`src/rtl/uart_rx_deframer.sv`:
```
// uart_rx_deframer: hunts for SOF, buffers a length-prefixed frame and releases verified payloads.
// Optional trailing checksum byte is compiled in by defining UART_DEFRAMER_CHECKSUM_EN.
module uart_rx_deframer #(
  parameter int unsigned MAX_LEN     = 16,
  parameter logic [7:0]  SOF         = 8'hA5,
  parameter int unsigned TIMEOUT_CYC = 100000
) (
  input  logic       sys_clk,
  input  logic       sys_rst_n,
  input  logic [7:0] in_data,
  input  logic       in_valid,
  output logic       in_ready,
  output logic [7:0] out_data,
  output logic       out_valid,
  input  logic       out_ready,
  output logic       out_last,
  output logic       pkt_done,
  output logic       pkt_err,
  output logic [1:0] err_code
);

  localparam int unsigned IW = (MAX_LEN > 1) ? $clog2(MAX_LEN) : 1;
  localparam int unsigned TW = (TIMEOUT_CYC > 0) ? $clog2(TIMEOUT_CYC + 1) : 1;
  localparam logic [7:0]    MAX_L    = 8'(MAX_LEN);
  localparam logic [TW-1:0] TMO_LAST = TW'(TIMEOUT_CYC - 1);
  localparam logic [TW-1:0] TMO_MAX  = TW'(TIMEOUT_CYC);
  localparam logic [1:0]    ERR_LEN  = 2'b01;
  localparam logic [1:0]    ERR_TMO  = 2'b11;

`ifdef UART_DEFRAMER_CHECKSUM_EN
  localparam logic [1:0] ERR_CSUM = 2'b10;
  typedef enum logic [2:0] {S_IDLE, S_LEN, S_PAYLOAD, S_CSUM, S_EMIT} state_t;
`else
  typedef enum logic [1:0] {S_IDLE, S_LEN, S_PAYLOAD, S_EMIT} state_t;
`endif

  state_t        r_state, w_state_nxt;
  logic [7:0]    r_len, w_len_nxt;
  logic [7:0]    r_idx, w_idx_nxt;
  logic [7:0]    r_rd, w_rd_nxt;
  logic [TW-1:0] r_tmo, w_tmo_nxt;
  logic [7:0]    r_out_data, w_out_data_nxt;
  logic          r_out_valid, w_out_valid_nxt;
  logic          r_out_last, w_out_last_nxt;
  logic          r_pkt_done, w_pkt_done_nxt;
  logic          r_pkt_err, w_pkt_err_nxt;
  logic [1:0]    r_err_code, w_err_code_nxt;
  logic          r_in_ready, w_in_ready_nxt;
`ifdef UART_DEFRAMER_CHECKSUM_EN
  logic [7:0]    r_sum, w_sum_nxt;
`endif

  logic [7:0] r_buf [MAX_LEN];

  logic w_accept;
  logic w_buf_we;
  logic w_go_emit;
  logic w_in_frame;

  assign w_accept = in_valid && r_in_ready;

  assign in_ready  = r_in_ready;
  assign out_data  = r_out_data;
  assign out_valid = r_out_valid;
  assign out_last  = r_out_last;
  assign pkt_done  = r_pkt_done;
  assign pkt_err   = r_pkt_err;
  assign err_code  = r_err_code;

  // Next-state and registered-output logic
  always_comb begin
    w_state_nxt     = r_state;
    w_len_nxt       = r_len;
    w_idx_nxt       = r_idx;
    w_rd_nxt        = r_rd;
    w_tmo_nxt       = r_tmo;
    w_out_data_nxt  = r_out_data;
    w_out_valid_nxt = r_out_valid;
    w_out_last_nxt  = r_out_last;
    w_pkt_done_nxt  = 1'b0;
    w_pkt_err_nxt   = 1'b0;
    w_err_code_nxt  = r_err_code;
    w_buf_we        = 1'b0;
    w_go_emit       = 1'b0;
    w_in_frame      = 1'b0;
`ifdef UART_DEFRAMER_CHECKSUM_EN
    w_sum_nxt       = r_sum;
`endif

    case (r_state)
      S_IDLE: begin
        if (w_accept && (in_data == SOF)) begin
          w_state_nxt = S_LEN;
          w_tmo_nxt   = '0;
        end
      end

      S_LEN: begin
        w_in_frame = 1'b1;
        if (w_accept) begin
          if ((in_data == 8'd0) || (in_data > MAX_L)) begin
            w_pkt_err_nxt  = 1'b1;
            w_err_code_nxt = ERR_LEN;
            w_state_nxt    = S_IDLE;
          end else begin
            w_len_nxt   = in_data;
            w_idx_nxt   = 8'd0;
`ifdef UART_DEFRAMER_CHECKSUM_EN
            w_sum_nxt   = in_data;
`endif
            w_state_nxt = S_PAYLOAD;
          end
        end
      end

      S_PAYLOAD: begin
        w_in_frame = 1'b1;
        if (w_accept) begin
          w_buf_we  = 1'b1;
          w_idx_nxt = r_idx + 8'd1;
`ifdef UART_DEFRAMER_CHECKSUM_EN
          w_sum_nxt = r_sum + in_data;
          if ((r_idx + 8'd1) == r_len) w_state_nxt = S_CSUM;
`else
          if ((r_idx + 8'd1) == r_len) w_go_emit = 1'b1;
`endif
        end
      end

`ifdef UART_DEFRAMER_CHECKSUM_EN
      S_CSUM: begin
        w_in_frame = 1'b1;
        if (w_accept) begin
          if (8'(r_sum + in_data) == 8'd0) begin
            w_go_emit = 1'b1;
          end else begin
            w_pkt_err_nxt  = 1'b1;
            w_err_code_nxt = ERR_CSUM;
            w_state_nxt    = S_IDLE;
          end
        end
      end
`endif

      S_EMIT: begin
        if (out_ready) begin
          if (r_out_last) begin
            w_out_valid_nxt = 1'b0;
            w_out_last_nxt  = 1'b0;
            w_pkt_done_nxt  = 1'b1;
            w_state_nxt     = S_IDLE;
          end else begin
            w_rd_nxt       = r_rd + 8'd1;
            w_out_data_nxt = r_buf[IW'(r_rd + 8'd1)];
            w_out_last_nxt = ((r_rd + 8'd2) == r_len);
          end
        end
      end

      default: w_state_nxt = S_IDLE;
    endcase

    // First payload byte may still be on in_data when a 1-byte frame completes
    if (w_go_emit) begin
      w_state_nxt     = S_EMIT;
      w_rd_nxt        = 8'd0;
      w_out_valid_nxt = 1'b1;
      w_out_last_nxt  = (r_len == 8'd1);
      w_out_data_nxt  = ((r_state == S_PAYLOAD) && (r_idx == 8'd0)) ? in_data : r_buf[0];
    end

    // Inter-byte timeout; saturates on the hit and the frame is abandoned
    if ((TIMEOUT_CYC != 0) && w_in_frame) begin
      if (w_accept) begin
        w_tmo_nxt = '0;
      end else if (r_tmo == TMO_LAST) begin
        w_tmo_nxt      = TMO_MAX;
        w_pkt_err_nxt  = 1'b1;
        w_err_code_nxt = ERR_TMO;
        w_state_nxt    = S_IDLE;
      end else begin
        w_tmo_nxt = r_tmo + TW'(1);
      end
    end

    w_in_ready_nxt = (w_state_nxt != S_EMIT);
  end

  // State and output registers
  always_ff @(posedge sys_clk or negedge sys_rst_n) begin
    if (!sys_rst_n) begin
      r_state     <= S_IDLE;
      r_len       <= 8'd0;
      r_idx       <= 8'd0;
      r_rd        <= 8'd0;
      r_tmo       <= '0;
      r_out_data  <= 8'd0;
      r_out_valid <= 1'b0;
      r_out_last  <= 1'b0;
      r_pkt_done  <= 1'b0;
      r_pkt_err   <= 1'b0;
      r_err_code  <= 2'b00;
      r_in_ready  <= 1'b1;
`ifdef UART_DEFRAMER_CHECKSUM_EN
      r_sum       <= 8'd0;
`endif
    end else begin
      r_state     <= w_state_nxt;
      r_len       <= w_len_nxt;
      r_idx       <= w_idx_nxt;
      r_rd        <= w_rd_nxt;
      r_tmo       <= w_tmo_nxt;
      r_out_data  <= w_out_data_nxt;
      r_out_valid <= w_out_valid_nxt;
      r_out_last  <= w_out_last_nxt;
      r_pkt_done  <= w_pkt_done_nxt;
      r_pkt_err   <= w_pkt_err_nxt;
      r_err_code  <= w_err_code_nxt;
      r_in_ready  <= w_in_ready_nxt;
`ifdef UART_DEFRAMER_CHECKSUM_EN
      r_sum       <= w_sum_nxt;
`endif
    end
  end

  // Payload buffer; contents are don't-care after reset
  always_ff @(posedge sys_clk) begin
    if (w_buf_we) r_buf[IW'(r_idx)] <= in_data;
  end

endmodule

```
`config.mk`:
```
export PLATFORM = sky130hd
export DESIGN_NAME = uart_rx_deframer
export DESIGN_NICKNAME = d
export VERILOG_FILES = /design/src/rtl/uart_rx_deframer.sv
export SDC_FILE = /design/constraint.sdc
export NUM_CORES = 1
export LEC_CHECK = 0
export CORE_ASPECT_RATIO = 0.7
export CORE_MARGIN = 3
export CORE_UTILIZATION = 50
export DETAILED_ROUTE_END_ITERATION = 7
export GPL_TIMING_DRIVEN = 1
export PLACE_DENSITY = 0.68
export REMOVE_ABC_BUFFERS = 1
export SLEW_MARGIN = 0
export SYNTH_ARGS = -nofsm -noshare
export SYNTH_HDL_FRONTEND = slang
export SYNTH_SLANG_ARGS = --single-unit
```
`constraint.sdc`:
```
create_clock -name sys_clk -period 2.7 [get_ports sys_clk]
set_clock_uncertainty 0.15 [all_clocks]
set_input_delay 0.54 -clock sys_clk [delete_from_list [all_inputs] [get_ports sys_clk]]
set_output_delay 0.54 -clock sys_clk [all_outputs]
set_load 0.03 [all_outputs]
```
# ---- Yosys cells after proc, flatten, opt, wreduce, memory -nomap -nowiden
# Memories as Yosys holds them, arrays and structs flattened.
# Index checks and enable logic that the tools add are counted.
dict set report totals {
  ff_bits 58
  ram_bits 128
  word_cells 111
  memories 1
}
dict set report op_classes {
  n_addsub 4
  magnitude_cmp 1
  n_eq_ne 13
  mux 59
  bitwise 1
  reduce_logical 20
}
# memory depth width read_ports rd_ports_with_merged_regs wr line_no
set mem_list {}
lappend mem_list {r_buf 16 8 2 0 1 53} ;# logic [7:0] r_buf [MAX_LEN];
# op n
set op_table {}
lappend op_table {{8-bit two-way mux} 12}
lappend op_table {{17-bit two-way mux} 5}
lappend op_table {{2-bit two-way mux} 15}
lappend op_table {{1-bit two-way mux} 25}
lappend op_table {{17-bit by 1-bit adder with 17-bit output, second input constant} 1}
lappend op_table {{17-bit == test, second input constant} 1}
lappend op_table {{8-bit by 1-bit adder with 8-bit output, second input constant} 2}
lappend op_table {{8-bit == test} 2}
lappend op_table {{8-bit zero test} 2}
lappend op_table {{8-bit one-hot mux with 2 select lines} 1}
lappend op_table {{2-bit nonzero test} 6}
lappend op_table {{3-bit AND reduction} 3}
lappend op_table {{8-bit by 2-bit adder with 8-bit output, second input constant} 1}
lappend op_table {{8-bit by 1-bit == test with 1-bit output, second input constant} 1}
lappend op_table {{8-bit == test, second input constant} 1}
lappend op_table {{8-bit by 5-bit > comparator with 1-bit output, second input constant} 1}
lappend op_table {{2-bit != test, second input constant} 4}
lappend op_table {{2-bit one-hot mux with 3 select lines} 1}
lappend op_table {{2-bit == test, second input constant} 2}
lappend op_table {{2-bit AND reduction} 2}
lappend op_table {{4-bit AND reduction} 1}
lappend op_table {{1-bit logical AND} 3}
lappend op_table {{2-bit by 1-bit == test with 1-bit output, second input constant} 1}
lappend op_table {{2-bit zero test} 1}
lappend op_table {{other kinds (4)} 4}

# ---- Logic depth before layout (Yosys ltp)
# Gate-level depths: netlist of run 1.
dict set report depth {
  depth_word 10
  ltp_mapped 9
}

# ---- Worst setup path before layout of run 1
# Ideal clock, no wire load.
dict set report synth_path {
  kind {register to register}
  from {register r_idx[0]}
  to {register r_state[1]}
  setup_time_ns 0.065
  arrival_time_ns 2.123
  required_time_ns 2.485
  path_slack_ns 0.362
  path_stages_with_launch 9
  n_path_buf 2
  cell_sequence {dfrtp_1 -> ha_1 -> nand3_1 -> xnor2_1 -> or4_4 -> nor3b_2 -> buf_6 -> buf_6 -> o22a_1}
}
dict set report synth_via {
  elab_chain_len 9
}
# element line_no
set synth_lines {}
lappend synth_lines {{start, declared} 39} ;# logic [7:0] r_idx, w_idx_nxt;
lappend synth_lines {{start signal, assigned} 210} ;# r_idx <= w_idx_nxt;
lappend synth_lines {{8-bit by 1-bit adder with 8-bit output (*)} 125} ;# if ((r_idx + 8'd1) == r_len) w_go_emit = 1'b1;
lappend synth_lines {{8-bit == test (*)} 125}
lappend synth_lines {{1-bit two-way mux (*)} 125}
lappend synth_lines {{1-bit two-way mux (*)} 118} ;# if (w_accept) begin
lappend synth_lines {{1-bit two-way mux (*)} 90} ;# case (r_state)
lappend synth_lines {{2-bit two-way mux (*)} 164} ;# if (w_go_emit) begin
lappend synth_lines {{2-bit two-way mux} 176} ;# end else if (r_tmo == TMO_LAST) begin
lappend synth_lines {{2-bit two-way mux} 174} ;# if (w_accept) begin
lappend synth_lines {{2-bit two-way mux (*)} 173} ;# if ((TIMEOUT_CYC != 0) && w_in_frame) begin
lappend synth_lines {{net w_state_nxt[1]} 37} ;# state_t r_state, w_state_nxt;
lappend synth_lines {{end signal, assigned} 208} ;# r_state <= w_state_nxt;
lappend synth_lines {{end, declared} 37}
# The timed path passes the listed nets; every way through them passes the cells marked *.
# A chain may end at the register's enable or synchronous reset.

# ---- Worst setup path in the final report of run 1
dict set report layout_path {
  from {register r_idx[0]}
  to {register r_out_data[5] (netlist: out_data[5])}
}
dict set report layout_via {
  elab_chain_len 7
  elab_cells_between_ends 13
  cone_classes {1 x add/sub; 2 x eq/ne; 5 x mux; 5 x reduce/logical}
}
# element line_no
set layout_lines {}
lappend layout_lines {{8-bit by 1-bit adder with 8-bit output} 125}
lappend layout_lines {{8-bit == test} 125}
lappend layout_lines {{1-bit two-way mux} 125}
lappend layout_lines {{1-bit two-way mux} 118}
lappend layout_lines {{1-bit two-way mux} 90}
lappend layout_lines {{2-bit by 1-bit != test with 1-bit output (no source line) / 2-bit nonzero test (equally long branches)} -}
lappend layout_lines {{3-bit AND reduction (no source line)} -}
lappend layout_lines {{end signal, assigned} 213} ;# r_out_data <= w_out_data_nxt;
lappend layout_lines {{end, declared} 42} ;# logic [7:0] r_out_data, w_out_data_nxt;
# Parallel ways exist; a longest one is shown, timed or not.

==> results.md, run 1 <==
* Die Footprint at 0.0186 mm²
* Maxcap violations at 0
* GP Congestion at 0.888
* Ratio of cells with drive above 1 in the final layout at 0.206
* Clock Latency Late Sink at 0.43 ns
* Slew HR at 0.590
* GRT Overall Usage at 0.225
* FFs w/ async S/R, synth at 0.312
* H-tree Lvls at 4
* # setup viols final at 0
* P_leak at 3.64 nW
* Reg2reg setup slack at 0.09 ns
* Pwr Total at 0.00631 W
* Max FO, Critical Path at 8
* Reg-to-reg critical path startpoint: r_idx[0]
* Flops & latches, synth at 186
* Register area share after synthesis at 0.624
* Max frequency at 383 MHz
* Cells on Worst Hold Path at 1
* Yosys Warn Count at 0
* CTS Buf Count at 17
* Drt drc at 0
* Largest net degree at the start of global routing at 59
* Initial drt markers at 544
* Cell taking the most area after synthesis: edfxtp_1
* Post-synth EDFFs at 128
* Die Span X at 162 µm
* Top cells by area, synth: edfxtp_1 (45%), dfrtp_1 (17%), mux4_2 (8.5%)
* Outcome: completed
* Worst R2R Path Depth at 8
* Unrepaired setup endpoints after global routing: no
* Worst setup path category: reg2reg
* Min-delay worst type: reg2reg
* Port Buf Inserts at 26
* Mean post-synth cell area at 13.8 µm²
* WL met1 at 9.43 mm
* DIE HEIGHT at 115 µm
* Met3 Wirelength at 1.23 mm
* Std-Cell Rows at 39
* Clock-pin slew on the worst setup and hold paths at 0.08 ns
* Ys flop type: edfxtp_1
* Hold endpoint: err_code[0]
* Drt via density at 6.01
* Max Transition Viols Final at 0
* Yosys top cell area share at 0.453
* Final net count at 719
* Initial Util at 0.515
* Final min period at 2.61 ns
* Drt wl/cell at 21.2 µm
* Layout area overhead at 18.1%
* First-pass GRT wire length at 31.5 mm
* Total grt overflow at 0
* Vias in the first global route at 5,634
* Top routing layer in use: met4
* Dpl hpwl at 13.6 mm
* Clock tree buffer depth at 2
* Antenna violations before repair at 0
* # clock sinks at 186
* Yosys cell types at 62
* Root Driver: clkbuf_16
* I/O Pins at 27
* Fin crit share at 0.967
* CTS tree: built
* Critical Path End Type: register
* First drt pass iteration count at 7
* Critical path arrival at 2.81 ns
* Final Worst Setup Slack at 0.0904 ns
* Core Area at 0.0165 mm²
* Pwr Density at 629 mW/mm²
* Worst-margin pin slew at 0.610 ns
* Reg2reg end: out_data[5]
* Synthesized area at 0.00849 mm²
* Via Count at 5,607
* Worst VDD drop at 0.000345 V
* DRT Wirelength at 19.8 mm
* Hold wc startpoint: err_code[0]
* Post-route ant nets at 0
* DR WL met2 at 8.96 mm
* CP startpoint kind: register
* Post-Place Worst Slack at -0.152 ns
* Mapped Cells at 614
* Final hold viol count at 0
* WP data required at 2.90 ns
* ANT cells at 0
==> worst max path at each step <==
stage | end | from
floorplan | out_data[6] | r_rd[0]
global placement | r_idx[4] | in_data[7]
detailed placement | r_idx[3] | in_data[1]
CTS | out_data[5] | r_idx[0]
global route | out_data[3] | r_idx[0]
finish | out_data[5] | r_idx[0]
==> cell type report <==
type	instances	area, µm²
clock buffer	17	425
clock inverter	15	189
fill	1260	6460
inverter	11	41.3
multi-input combinational	393	3040
sequential	186	5300
tap	225	282
timing repair buffer	86	749
==> cells by family after synthesis <==
| group | count (synthesis) | share of synthesized area |
|---|---|---|
| flip-flops | 186 | 0.624 |
| XOR/XNOR | 39 | 0.0418 |
| AND/OR/NAND/NOR | 200 | 0.119 |
| adder cells (fa/ha/maj) | 12 | 0.0177 |
| buffers and inverters | 35 | 0.0183 |
| AO/OA/AOI/OAI | 88 | 0.0678 |
| multiplexers | 54 | 0.112 |
==> where the power goes <==
group | total, W | internal (W) | leakage [nW] | switching (W)
Combinational | 0.000595 | 0.000250 | 1.41 | 0.000345
Clock | 0.00253 | 0.00127 | 0.299 | 0.00126
Sequential | 0.00318 | 0.00311 | 1.93 | 0.0000713
Total | 0.00631 | 0.00463 | 3.64 | 0.00168
==> layer usage <==
layer / GRT usage / up-vias
met5: 0 / -
met4: 0.0477 / 0
met1: 0.341 / 2916
li1: - / 2489
met3: 0.0529 / 17
met2: 0.335 / 185
==> flip-flops by register name (all words and copies together), names as in the netlist, 2 cells and up <==
register  cells
r_rd          8
err_code      2
r_buf       128
r_idx         8
r_state       2
out_data      8
r_tmo        17
r_len         8
==> critical path, stage by stage (launching register included) <==
cell and delay, ns:
dfrtp_2 0.44, inv_1 0.10, ha_1 0.33, xnor2_1 0.19, nand3_1 0.11, or4_4 0.44
nor3b_2 0.31, buf_6 0.23, mux2i_1 0.22
==> cell usage after synthesis, types with 2 or more instances <==
cell type / count
a21oi_1: 25
o311ai_0: 2
nor2b_1: 3
xor2_1: 12
buf_2: 4
edfxtp_1: 128
nor4_1: 6
or2_2: 3
mux2i_1: 16
nor2_1: 41
o211ai_1: 3
clkbuf_1: 17
nor3_1: 14
o21ai_0: 21
mux4_2: 32
nand3b_1: 2
xnor2_1: 26
or4_1: 4
nand2_1: 63
o2bb2ai_1: 3
and4b_1: 2
mux2_2: 6
nor3b_1: 2
buf_6: 2
and3_1: 6
nand3_1: 14
ha_1: 12
a21o_1: 2
a31oi_1: 3
nand4_1: 8
and2_1: 9
nor4b_1: 3
or3_1: 5
a21bo_2: 2
o31ai_1: 5
o22ai_1: 2
dfrtp_1: 57
nand2b_1: 7
inv_1: 11
a22o_1: 2
a211oi_1: 8
==> cell usage in the layout (no fill, tap or decap), drive strengths merged, types with 3 or more instances in the layout <==
master / n
a211oi: 8
or4: 5
or3: 5
nand4: 8
dfrtp: 57
nor2: 41
o2bb2ai: 3
buf: 60
nor3b: 3
a31oi: 4
and3: 6
or2: 3
mux2: 6
xor2: 12
xnor2: 26
and2: 9
inv: 19
clkdlybuf4s50: 25
nand2: 63
a21oi: 25
nor4: 6
mux4: 32
nand2b: 7
nand3: 14
o21ai: 21
nor4b: 3
edfxtp: 128
o31ai: 5
ha: 12
nor2b: 3
o211ai: 3
clkbuf: 17
clkinv: 7
nor3: 14
mux2i: 16
==> stage by stage <==
stage / TNS (ns) / utilization / hold WS, ns / cells / cell area, µm²
4_1_cts: 0 / 0.608 / 0.351 / 933 / 10000
3_5_place_dp: -0.892 / 0.570 / 0.334 / 900 / 9400
3_3_place_gp: -0.0451 / 0.570 / 0.327 / 900 / 9400
6_report: 0 / 0.608 / 0.345 / 933 / 10000
2_1_floorplan: -9.28 / - / 0.0944 / 590 / 8380
5_1_grt: 0 / 0.608 / 0.392 / 933 / 10000
==> what timing repair did <==
action / 4_1_cts / 5_1_grt
hold buffers: 1 / 0
buffers inserted: 0 / 0
setup endpoints to repair: 0 / 9
endpoints found under the hold margin: 57 / 0
gates resized for setup: 0 / 3
Note: power is estimated with default switching activity, not from simulation.
==> run 2: changes to the inputs <==
--- a/config.mk
+++ b/config.mk
@@ -8,6 +8,7 @@
 export CORE_ASPECT_RATIO = 0.7
 export CORE_MARGIN = 3
 export CORE_UTILIZATION = 50
+export CTS_CLUSTER_DIAMETER = 80
 export DETAILED_ROUTE_END_ITERATION = 7
 export GPL_TIMING_DRIVEN = 1
 export PLACE_DENSITY = 0.68
==> results of run 2 <==
The final DEF is identical to that of run 1; final timing and power are the same.
==> edit 1 (flow settings as in run 2) <==
`MAX_LEN`: 16 -> 32.
--- a/src/rtl/uart_rx_deframer.sv
+++ b/src/rtl/uart_rx_deframer.sv
@@ -2,5 +2,5 @@
 // Optional trailing checksum byte is compiled in by defining UART_DEFRAMER_CHECKSUM_EN.
 module uart_rx_deframer #(
-  parameter int unsigned MAX_LEN     = 16,
+  parameter int unsigned MAX_LEN     = 32,
   parameter logic [7:0]  SOF         = 8'hA5,
   parameter int unsigned TIMEOUT_CYC = 100000
Behaviour: not the same (a bounded check fails within 4 cycles, from zero or initial values and one cycle with sys_rst_n low).
==> edit 1 against run 2 <==
Cell area rose by 58%. Sequential cell count is 128 higher. Power is 86% higher. Worst setup slack lost 0.0084 ns. Highest routed layer unchanged. Area after synthesis up 58%. Routed wire length up 58%. Largest power group unchanged. Synthesized cell count rose by 33%. Largest cell class unchanged. First-iteration DRC count rose by 66%.
==> edit 1: results (changes against run 2) <==
Least-Margin Pin Slew -> 0.7428 ns (+0.1328 ns)
Fraction of area in registers -> 57.53% (+4.7 points)
Worst-Skew Late Latency -> 0.56 ns (+0.13 ns)
Hpwl dp -> 20540 µm (+51%)
Regs by FF count -> r_buf: 256 flops, r_tmo: 17 flops
Outcome -> completed
Syn_area_per_cell -> 16.51 µm² (+19%)
Worst R2R End -> out_data[2]
Via count -> 7880 (+41%)
Synth cell count leaders -> 256 x edfxtp_1, 80 x mux4_2, 68 x nor2_1
Non-clock buffers, area share -> 6.897% (-0.58 points)
Worst Path Max Fanout -> 14 (+6)
Bufs w/o clock -> 114 (+33%)
Drt via density -> 6.038 (+0.48%)
Largest net degree at the start of global routing -> 35 (-41%)
Asr flop ratio synth -> 18.47% (-13 points)
Worst reg2reg path depth -> 7 (-1)
Reg-to-reg startpoint -> r_rd[0]
Min Tclk post-route -> 2.618 ns (+0.008419 ns)
Share of layout cells above drive strength 1 -> 25.84% (+5.2 points)
Clock tree buffer depth -> 3 (+1)
CP top delay family -> multiplexers
Critical Path Start -> r_rd[0]
GRT Total Usage -> 22.09% (-0.36 points)
Post-Synthesis Cells -> 814 (+33%)
Number of synthesized register bits -> 314 (+69%)
Crit-path slowest cell -> mux4_2
Layout Nets -> 949 (+32%)
Cell Pwr Density -> 739.4 nW/µm² (+18%)
Library cells used by synthesis -> 58 (-6.5%)
Inst Count DP -> 1246 (+38%)
TritonCTS buffer count -> 30 (+13)
First-pass GRT wire length -> 48390 µm (+54%)
Filler Cell Count -> 1866 (+48%)
Clock network area share -> 6.597% (+0.47 points)
Sequential-to-total area share from yosys stat -> 68.00% (+5.6 points)
H-tree depth -> 1 (-3)
Vias in the first global route -> 8043 (+43%)
Crit path arrival time -> 2.91 ns (+0.10 ns)
==> edit 1: changes by cell type in the layout (fill, tap and decap cells not counted), sizes merged, moves of 18 or more <==
cell / change
o21ai: +18
nor2: +27
buf: +26
clkbuf: +19
edfxtp: +128
mux4: +48
==> edit 1: routing by layer <==
layer	global-route usage [%]	up-vias	share of wire, %
met2	34.83	344	47
li1	-	3423	-
met4	4.732	0	1.9
met1	32.78	4066	43
met3	4.215	47	7.8
met5	0	-	0
==> edit 1: report_power, final <==
part / total, mW / internal [mW] / switching (mW)
logic: 1.79 / 0.759 / 1.04
clock network: 4.43 / 2.66 / 1.77
registers: 5.53 / 5.39 / 0.138
total: 11.8 / 8.81 / 2.94
==> edit 1: logic make-up after synthesis <==
family	synth area share, %
flops	68.00
simple gates	8.331
mux	14.65
compound gates	4.114
buf+inv	1.685
xor+xnor	2.011
fa+ha+maj	1.210
==> edit 2 (flow settings as in run 2) <==
Without the edit above. `r_rd` and `r_out_data` no longer have a reset.
--- a/src/rtl/uart_rx_deframer.sv
+++ b/src/rtl/uart_rx_deframer.sv
@@ -193,7 +193,5 @@
       r_len       <= 8'd0;
       r_idx       <= 8'd0;
-      r_rd        <= 8'd0;
       r_tmo       <= '0;
-      r_out_data  <= 8'd0;
       r_out_valid <= 1'b0;
       r_out_last  <= 1'b0;
@@ -209,7 +207,5 @@
       r_len       <= w_len_nxt;
       r_idx       <= w_idx_nxt;
-      r_rd        <= w_rd_nxt;
       r_tmo       <= w_tmo_nxt;
-      r_out_data  <= w_out_data_nxt;
       r_out_valid <= w_out_valid_nxt;
       r_out_last  <= w_out_last_nxt;
@@ -224,4 +220,9 @@
   end
 
+  always_ff @(posedge sys_clk) begin
+    r_rd       <= w_rd_nxt;
+    r_out_data <= w_out_data_nxt;
+  end
+
   // Payload buffer; contents are don't-care after reset
   always_ff @(posedge sys_clk) begin
Check against the original RTL: differs if sys_rst_n is asserted again (counterexample within 4 cycles, from zero or initial values and one cycle with sys_rst_n low); with sys_rst_n held inactive, the same outputs for 10 cycles.
==> edit 2 against run 2 <==
Maximum frequency decreased by 2.3%. Sequential cell count stayed put. Cell area grew 0.90%. Routed wire length fell by 2.0%. Combinational power shrank 25%. Largest power group unchanged. Area after synthesis grew 1.7%. Highest routed layer is now met5. Critical endpoint is now out_data[2]. Worst setup slack worse by 0.061 ns. Cell count shrank 3.2%. Worst hold slack worse by 0.016 ns. Power shrank 4.4%.
==> edit 2: results (changes against run 2) <==
Crit path arrival time -> 2.71 ns (-0.10 ns)
CP peak stage delay -> 0.65 ns (+0.21 ns)
Place WS -> -0.1891 ns (-0.03704 ns)
Reg-to-reg startpoint -> r_rd[0]
Library cells used by synthesis -> 65 (+4.8%)
IO buf count -> 26 (unchanged)
Post-synth EDFFs -> 136 (+6.3%)
Synth Area in XOR/XNOR -> 2.840% (-1.3 points)
Antenna violations before repair -> 1 (+1)
GRT Total Usage -> 22.05% (-0.40 points)
Asr flop ratio synth -> 22.58% (-8.6 points)
Outcome -> completed
Share of layout cells above drive strength 1 -> 20.50% (-0.12 points)
Layout Nets -> 689 (-4.2%)
Synth cell count leaders -> 136 x edfxtp_1, 41 x dfrtp_1, 38 x nor2_1
Pleak -> 3.656 nW (+0.56%)
First-pass DRT Iterations -> 5 (-2)
Worst R2R End -> out_data[2]
Post-synthesis mux area share -> 15.20% (+4.0 points)
Worst reg2reg path depth -> 5 (-3)
Regs by FF count -> r_buf: 128 flops, r_tmo: 17 flops
First-pass GRT wire length -> 30750 µm (-2.5%)
M2 GR Usage -> 32.57% (-0.97 points)
Slew headroom -> 56.50% (-2.5 points)
Initial DRC Count -> 605 (+11%)
Sequential-to-total area share from yosys stat -> 61.34% (-1.0 points)
Adder-cell area share of the yosys netlist -> 1.739% (-0.029 points)
GP Congestion -> 0.8904 (+0.24%)
Vias in the first global route -> 5310 (-5.8%)
Switching power -> 1.369 mW (-19%)
Ranking of synthesized cells by area -> edfxtp_1 47%, dfrtp_1 12%, mux4_1 8.5%
Worst Path Max Fanout -> 33 (+25)
Met3 Use GR -> 5.645% (+0.35 points)
Crit-path slowest cell -> mux4_1
VDD IR-drop max -> 0.4039 mV (+17%)
Synth Area in Compound Gates -> 5.985% (-0.79 points)
Met1 GRT Util -> 33.14% (-0.95 points)
Hpwl dp -> 13240 µm (-2.6%)
Ys Warns -> 0 (unchanged)
Clock tree buffer depth -> 2 (unchanged)
H-tree depth -> 4 (unchanged)
Post-Route WL -> 19390 µm (-2.0%)
Largest net degree at the start of global routing -> 34 (-42%)
Flop2flop setup slack -> 0.03 ns (-0.06 ns)
Worst-Skew Late Latency -> 0.43 ns (about the same)
Max-cap viol count -> 0 (unchanged)
Drt via density -> 5.975 (-0.58%)
Hold depth -> 1 (unchanged)
[edit 2: layer usage]
layer | vias to the layer above | part of all wire, %
li1 | 2459 | -
met1 | 2715 | 46
met2 | 200 | 45
met3 | 19 | 8.1
met4 | 2 | 1.1
met5 | - | 0.067
[edit 2: power groups by stage]
stage | logic (mW) | registers (mW) | clock network, mW
after global routing | 0.490 | 3.13 | 2.61
after detailed placement | 0.447 | 3.19 | 0
after global placement | 0.433 | 3.18 | 0
after floorplan | 0.196 | 3.22 | 0
after CTS | 0.449 | 3.13 | 2.49
final | 0.449 | 3.13 | 2.45
[edit 2: kinds of logic (layout without fill, tap and decap cells)]
family,Yosys count,count (layout)
buffers and inverters,38,133
flip-flops,186,186
XOR/XNOR,28,28
AND/OR/NAND/NOR,173,173
AO/OA/AOI/OAI,78,78
multiplexers,68,68
adder cells (fa/ha/maj),12,12
[edit 2: critical path, delay by kind of cell (launching register included)]
kind / cells / cell delay, ns
multiplexers: 3 / 1.39
flip-flops: 1 / 0.34
adder cells (fa/ha/maj): 1 / 0.32
buffers and inverters: 1 / 0.22
[edit 2: what timing repair did]
action	CTS	global route
hold endpoints to repair	22	0
buffers inserted	0	0
hold buffers	1	0
resized for setup	0	1
endpoints found under the setup margin	0	1
[edit 2: how the worst max path moves through the flow]
stage,startpoint,endpoint,slack (ns)
2_1_floorplan,r_rd[0],out_data[0],-0.98
3_3_place_gp,in_data[5],r_tmo[4],-0.14
3_5_place_dp,in_data[1],r_tmo[4],-0.19
4_1_cts,r_rd[0],out_data[2],0.09
5_1_grt,r_rd[0],out_data[2],0.001
6_report,r_rd[0],out_data[2],0.03
[edit 2: stage by stage]
step	area [µm²]	utilization (%)	TNS (ns)	hold WS [ns]	std cells
after detailed placement	9524	57.41	-3.823	0.3104	870
after floorplan	8483	-	-7.745	0.09441	557
final	10120	60.99	0	0.3284	903
after global placement	9524	57.41	-1.588	0.3053	870
after global routing	10120	60.99	0	0.3549	903
after CTS	10110	60.95	0	0.3313	903
[edit 2: area by class of cell]
class / instances / area, µm²
Fill cell: 1257 / 6472
Sequential cell: 186 / 5298
Multi-Input combinational cell: 359 / 3148
Timing Repair Buffer: 89 / 768.2
Clock buffer: 18 / 429.2
Tap cell: 225 / 281.5
Clock inverter: 14 / 148.9
Inverter: 12 / 45.04
